--- src/rtl/board_render_ctrl.sv ---
// Chess board renderer: a 3-stage pixel pipeline over a 64-square piece store,
// plus a write FSM that commits board updates only during vertical blank.
module board_render_ctrl (
  input  logic        vga_clk,
  input  logic        reset_n,
  input  logic [9:0]  DrawX,
  input  logic [9:0]  DrawY,
  input  logic        blank,
  input  logic        wr_req,
  input  logic [5:0]  wr_sq,
  input  logic [3:0]  wr_piece,
  input  logic        sel_valid,
  input  logic [5:0]  sel_sq,
  input  logic [3:0]  rom_q,
  input  logic [11:0] pal_rgb,
  output logic [11:0] rom_addr,
  output logic [3:0]  rom_piece,
  output logic        wr_ack,
  output logic [3:0]  red,
  output logic [3:0]  green,
  output logic [3:0]  blue
);

  localparam int unsigned X0      = 80;
  localparam int unsigned SQ_PX   = 60;
  localparam int unsigned BOARD_H = 480;
  localparam logic [11:0] LIGHT   = 12'hEDB;
  localparam logic [11:0] DARK    = 12'h853;
  localparam logic [11:0] SEL     = 12'h6C4;

  typedef enum logic [2:0] {IDLE, WAIT_VB, COMMIT, ACK, HOLD} wr_state_t;

  wr_state_t   state;
  logic [3:0]  board [64];
  logic [5:0]  wr_sq_q;
  logic [3:0]  wr_piece_q;

  logic [9:0]  rel_x_c;
  logic        in_board_c;
  logic        vblank_c;
  logic        commit_c;
  logic [2:0]  row_c;
  logic [2:0]  col_c;
  logic [5:0]  ox_c;
  logic [5:0]  oy_c;
  logic [5:0]  sq_c;
  logic [11:0] sq_col_c;

  logic        in_board_1, blank_1, in_board_2, blank_2;
  logic [5:0]  sq_1, ox_1, oy_1;
  logic [11:0] sq_col_1, sq_col_2;

  function automatic logic [3:0] start_code(input logic [5:0] idx);
    logic [3:0] back [8];
    back = '{4'd4, 4'd2, 4'd3, 4'd5, 4'd6, 4'd3, 4'd2, 4'd4};
    case (idx[5:3])
      3'd0:    start_code = back[idx[2:0]] + 4'd8;
      3'd1:    start_code = 4'd9;
      3'd6:    start_code = 4'd1;
      3'd7:    start_code = back[idx[2:0]];
      default: start_code = 4'd0;
    endcase
  endfunction

  // Pixel geometry decode; values are don't-care outside the board.
  always_comb begin
    rel_x_c    = DrawX - 10'(X0);
    in_board_c = (DrawX >= 10'(X0)) && (DrawX < 10'(X0 + 8 * SQ_PX)) && (DrawY < 10'(BOARD_H));
    col_c      = 3'(rel_x_c / 10'(SQ_PX));
    row_c      = 3'(DrawY / 10'(SQ_PX));
    ox_c       = 6'(rel_x_c % 10'(SQ_PX));
    oy_c       = 6'(DrawY % 10'(SQ_PX));
    sq_c       = {row_c, col_c};
    if (sel_valid && (sel_sq == sq_c)) sq_col_c = SEL;
    else if (row_c[0] ^ col_c[0])      sq_col_c = DARK;
    else                               sq_col_c = LIGHT;
    vblank_c   = DrawY >= 10'(BOARD_H);
    commit_c   = (state == COMMIT) && vblank_c;
  end

  // Stage 1 (edge k): register decoded pixel.
  always_ff @(posedge vga_clk or negedge reset_n) begin
    if (!reset_n) begin
      in_board_1 <= 1'b0;
      blank_1    <= 1'b0;
      sq_1       <= '0;
      ox_1       <= '0;
      oy_1       <= '0;
      sq_col_1   <= '0;
    end else begin
      in_board_1 <= in_board_c;
      blank_1    <= blank;
      sq_1       <= sq_c;
      ox_1       <= ox_c;
      oy_1       <= oy_c;
      sq_col_1   <= sq_col_c;
    end
  end

  // Stage 2 (edge k+1): sprite address and piece lookup.
  always_ff @(posedge vga_clk or negedge reset_n) begin
    if (!reset_n) begin
      rom_addr   <= '0;
      rom_piece  <= '0;
      in_board_2 <= 1'b0;
      blank_2    <= 1'b0;
      sq_col_2   <= '0;
    end else begin
      rom_addr   <= 12'(oy_1) * 12'(SQ_PX) + 12'(ox_1);
      rom_piece  <= in_board_1 ? board[sq_1] : 4'd0;
      in_board_2 <= in_board_1;
      blank_2    <= blank_1;
      sq_col_2   <= sq_col_1;
    end
  end

  // Stage 3 (edge k+2): colour select once the ROM data has arrived.
  always_ff @(posedge vga_clk or negedge reset_n) begin
    if (!reset_n) begin
      {red, green, blue} <= '0;
    end else if (!blank_2 || !in_board_2) begin
      {red, green, blue} <= '0;
    end else if ((rom_piece == 4'd0) || (rom_q == 4'd0)) begin
      {red, green, blue} <= sq_col_2;
    end else begin
      {red, green, blue} <= pal_rgb;
    end
  end

  // Board store; reset restores the opening position.
  always_ff @(posedge vga_clk or negedge reset_n) begin
    if (!reset_n) begin
      for (int i = 0; i < 64; i++) board[i] <= start_code(6'(i));
    end else if (commit_c) begin
      board[wr_sq_q] <= wr_piece_q;
    end
  end

  // Write FSM; COMMIT re-checks vblank so the store never changes mid-frame.
  always_ff @(posedge vga_clk or negedge reset_n) begin
    if (!reset_n) begin
      state      <= IDLE;
      wr_ack     <= 1'b0;
      wr_sq_q    <= '0;
      wr_piece_q <= '0;
    end else begin
      wr_ack <= 1'b0;
      case (state)
        IDLE: if (wr_req) begin
          wr_sq_q    <= wr_sq;
          wr_piece_q <= wr_piece;
          state      <= WAIT_VB;
        end
        WAIT_VB: if (vblank_c) state <= COMMIT;
        COMMIT: begin
          if (vblank_c) begin
            state  <= ACK;
            wr_ack <= 1'b1;
          end else begin
            state <= WAIT_VB;
          end
        end
        ACK:     state <= HOLD;
        HOLD:    if (!wr_req) state <= IDLE;
        default: state <= IDLE;
      endcase
    end
  end

endmodule

--- config.mk ---
export PLATFORM = sky130hd
export DESIGN_NAME = board_render_ctrl
export DESIGN_NICKNAME = d
export VERILOG_FILES = /design/src/rtl/board_render_ctrl.sv
export SDC_FILE = /design/constraint.sdc
export NUM_CORES = 1
export LEC_CHECK = 0
export CORE_AREA = 3 3 174 176
export CTS_CLUSTER_SIZE = 20
export DETAILED_ROUTE_END_ITERATION = 10
export DIE_AREA = 0 0 177 179
export DONT_BUFFER_PORTS = 1
export PLACE_DENSITY = 0.83
export SLEW_MARGIN = 20
export SYNTH_ARGS = -nofsm -noshare
export SYNTH_HDL_FRONTEND = slang
export SYNTH_SLANG_ARGS = --single-unit
--- constraint.sdc ---
create_clock -name vga_clk -period 3.24 [get_ports vga_clk]
set_input_delay 0.648 -clock vga_clk [delete_from_list [all_inputs] [get_ports vga_clk]]
set_output_delay 0.648 -clock vga_clk [all_outputs]
set_load 0.005 [all_outputs]
==> run summary, run 1 <==
CP max FO - 2
Hold_ws - -0.158 ns
Final period util - 102%
Ys flop type - dfrtp_1
Total grt overflow - 0
Max Clk Rate - 301 MHz
# port buffers - 0
CTS max path bufs - 3
Storage element area - 8350 um2
Metal1 wirelength - 15,700 um
Initial antenna violation count - 0
Non-Filler Instances - 1,618
H-tree depth - 2
Area of the multi-input gates - 7940 um2
Routability Congestion - 0.876
Leakage Power - 8.31 nW
Clock root buffer - clkbuf_16
GRT Util Overall - 23.5%
Synthesized cell area - 16,600 um2
Power per cell area - 758 nW/um2
Crit end category - flip-flop
Avg WL per Cell - 22.8 um
Met2 wire length - 18,200 um
CP Launch Type - flip-flop
Slew headroom - 37.2%
Die Area - 31,700 um2
Max-Cap Viols - 0
Global-route wire length before repair - 58,500 um
HPWL Detailed - 24,200 um
Largest net degree at the start of global routing - 331
Reg2reg setup slack - -0.08 ns
Skew final - 0.0200 ns
Power share of the combinational group - 25.7%
P_sw - 0.00436 W
Final Power - 0.0139 W
DRT antenna net count - 0
Failing checks - hold timing, setup timing
Power share of the sequential group - 43.9%
EDFF count, synth - 0
# placed instances - 1,552
Worst reg2reg path startpoint - oy_1[1]
Synth top area share - 41.3%
CP Class - reg -> reg
Core area - 28,800 um2
Detailed-route DRC error count - 0
Final setup viols - 1
DR WL met3 - 2210 um
Worst r2r dst - rom_addr[11]
Worst skew pair latency - 0.52 ns
Inserted Diodes - 0
Ys Warns - 0
Die Y - 179 um
Vias per cell - 6.31
Filler cells - 1,987
Max IR drop VDD - 0.435 mV
Class of the worst hold path - in -> async
Sequential cell area fraction in the yosys report - 50.2%
R2R depth - 12
Placement Rows - 62
Final worst setup slack - -0.0802 ns
Vias in the first global route - 10,400
Top Layer Used - met4
Syn_area_per_cell - 13.7 um2
Num CTS Buffers - 35
Nets - 1,294
CTS tree - done
Signal arrival time at the worst endpoint - 3.70 ns
Status - complete, but fails checks
Share of synthesized registers carrying an async set or reset - 100%
Place WS - -0.0634 ns
RSZ-0062 raised after global routing - true
FF+latch count, synth - 330
Synthesis-to-finish area growth - 10.7%
Slew @ Worst Pin - 0.941 ns
Pint - 0.00957 W
Via count - 10,200
1st-iter DRT viols - 824
Syn Inst Count - 1,211
Worst-path clk slew - 0.06 ns
Initial core utilization - 57.7%
Die width - 177 um
Most common cell in the synthesized netlist - dfrtp_1
Share of post-route cells with drive strength above 1 - 44.0%
CTS sink cnt - 330
Data required time at the worst endpoint - 3.62 ns
Routed wire length - 37,000 um
Count of cell types in the netlist - 88
I/O pins - 86
Synth top area cells - dfrtp_1, mux2_2, mux4_2
Hold Vio Cnt, Final - 274
Slew Limit Fails - 0
Commonest cells in the synthesized netlist - dfrtp_1, mux2_2, mux4_2
DRT Pass-1 Iters - 6
Largest area contributor in the netlist - dfrtp_1
Min cycle time layout - 3.32 ns
Clock group share of total power - 30.4%
Mapped Nets - 1,298
Switching Share - 31.3%
[repair_timing]
action	in CTS	in global routing
cloned	0	0
resized for setup	4	4
setup buffers	0	2
setup endpoints to repair	2	2
hold endpoints to repair	274	274
pin swaps	1	3
[metal layers]
layer	up-vias	track usage (%)
li1	4470	-
met1	5324	33.2
met2	331	38.6
met3	79	3.98
met4	0	5.73
met5	-	0
[how the worst max path moves through the flow]
stage                  start      endpoint  slack (ns)  cells after the start
floorplan           DrawX[5]   sq_col_1[3]       -0.06                     13
global placement     oy_1[0]  rom_addr[11]        0.03                     12
detailed placement  DrawX[4]   sq_col_1[3]       -0.06                     11
CTS                  oy_1[0]  rom_addr[11]       -0.10                     12
global route         oy_1[1]  rom_addr[11]       -0.24                     12
finish               oy_1[1]  rom_addr[11]       -0.08                     12
[placed cells by master, fill, tap and decap left out, types with 10 or more instances in the layout]
cell type / Yosys / final
nand2_1: 68 / 68
dfrtp_1: 274 / 268
ha_1: 20 / 19
inv_1: 26 / 25
clkbuf_16: 0 / 36
a21o_1: 10 / 10
o21ai_0: 13 / 13
a21oi_1: 36 / 33
buf_4: 1 / 31
and2_1: 12 / 11
fa_1: 10 / 10
dfstp_2: 56 / 56
mux4_2: 84 / 84
xnor2_1: 21 / 18
mux2_2: 271 / 271
nor2_1: 64 / 63
[power by group through the flow]
stage | Clock, W | Sequential (W) | Combinational, W
finish | 0.00423 | 0.00611 | 0.00358
global route | 0.00444 | 0.00624 | 0.00385
CTS | 0.00427 | 0.00608 | 0.00347
detailed placement | 0 | 0.00613 | 0.00338
global placement | 0 | 0.00604 | 0.00325
floorplan | 0 | 0.00538 | 0.00299
[critical path: stages, from the launching register on]
cell     delay (ns)
dfrtp_1        0.40
fa_1           0.57
inv_1          0.06
fa_1           0.48
fa_1           0.50
inv_1          0.04
ha_1           0.28
nor2b_1        0.13
o21a_1         0.16
and3_4         0.20
nand3_2        0.09
xnor2_2        0.15
xnor2_1        0.12
[cell type report]
cell class | instances | share of cell area (%)
sequential | 330 | 45.4
tap | 384 | 2.62
clock inverter | 12 | 1.01
clock buffer | 52 | 5.67
inverter | 26 | 0.559
timing repair buffer | 33 | 1.48
multi-input combinational | 781 | 43.2
[through the flow]
step	hold WS, ns	setup TNS, ns	util [%]	cell area, um2
3_3_place_gp	0.332	0	59.3	17100
5_1_grt	-0.171	-0.340	63.8	18400
4_1_cts	-0.177	-0.104	63.7	18300
3_5_place_dp	0.341	-0.140	59.3	17100
6_report	-0.158	-0.0802	63.8	18400
2_1_floorplan	0.331	-0.0635	-	16600
[cell families after synthesis]
logic type / synth area share (%)
multiplexers: 30.3
flip-flops: 50.2
AND/OR/NAND/NOR: 6.54
AO/OA/AOI/OAI: 6.17
buffers and inverters: 2.42
adder cells (fa/ha/maj): 2.83
XOR/XNOR: 1.53
other: 0.0226
[state kept, by name (all words and copies together) (netlist names)]
| signal | count |
|---|---|
| sq_col_1 | 5 |
| ox_1 | 6 |
| blank_1 | 1 |
| green | 4 |
| state | 3 |
| blank_2 | 1 |
| in_board_2 | 1 |
| red | 4 |
| in_board_1 | 1 |
| rom_addr | 12 |
| sq_1 | 6 |
| wr_sq_q | 6 |
| blue | 4 |
| oy_1 | 6 |
| board | 256 |
| wr_ack | 1 |
| wr_piece_q | 4 |
| rom_piece | 4 |
| sq_col_2 | 5 |
Power figures use the tool's default switching activity.
==> inputs of run 2 (changes only) <==
--- a/config.mk
+++ b/config.mk
@@ -10,6 +10,7 @@
 export DETAILED_ROUTE_END_ITERATION = 10
 export DIE_AREA = 0 0 177 179
 export DONT_BUFFER_PORTS = 1
+export GPL_TIMING_DRIVEN = 1
 export PLACE_DENSITY = 0.83
 export SLEW_MARGIN = 20
 export SYNTH_ARGS = -nofsm -noshare
==> results of run 2 <==
The final DEF is identical to that of run 1; final timing and power are the same.
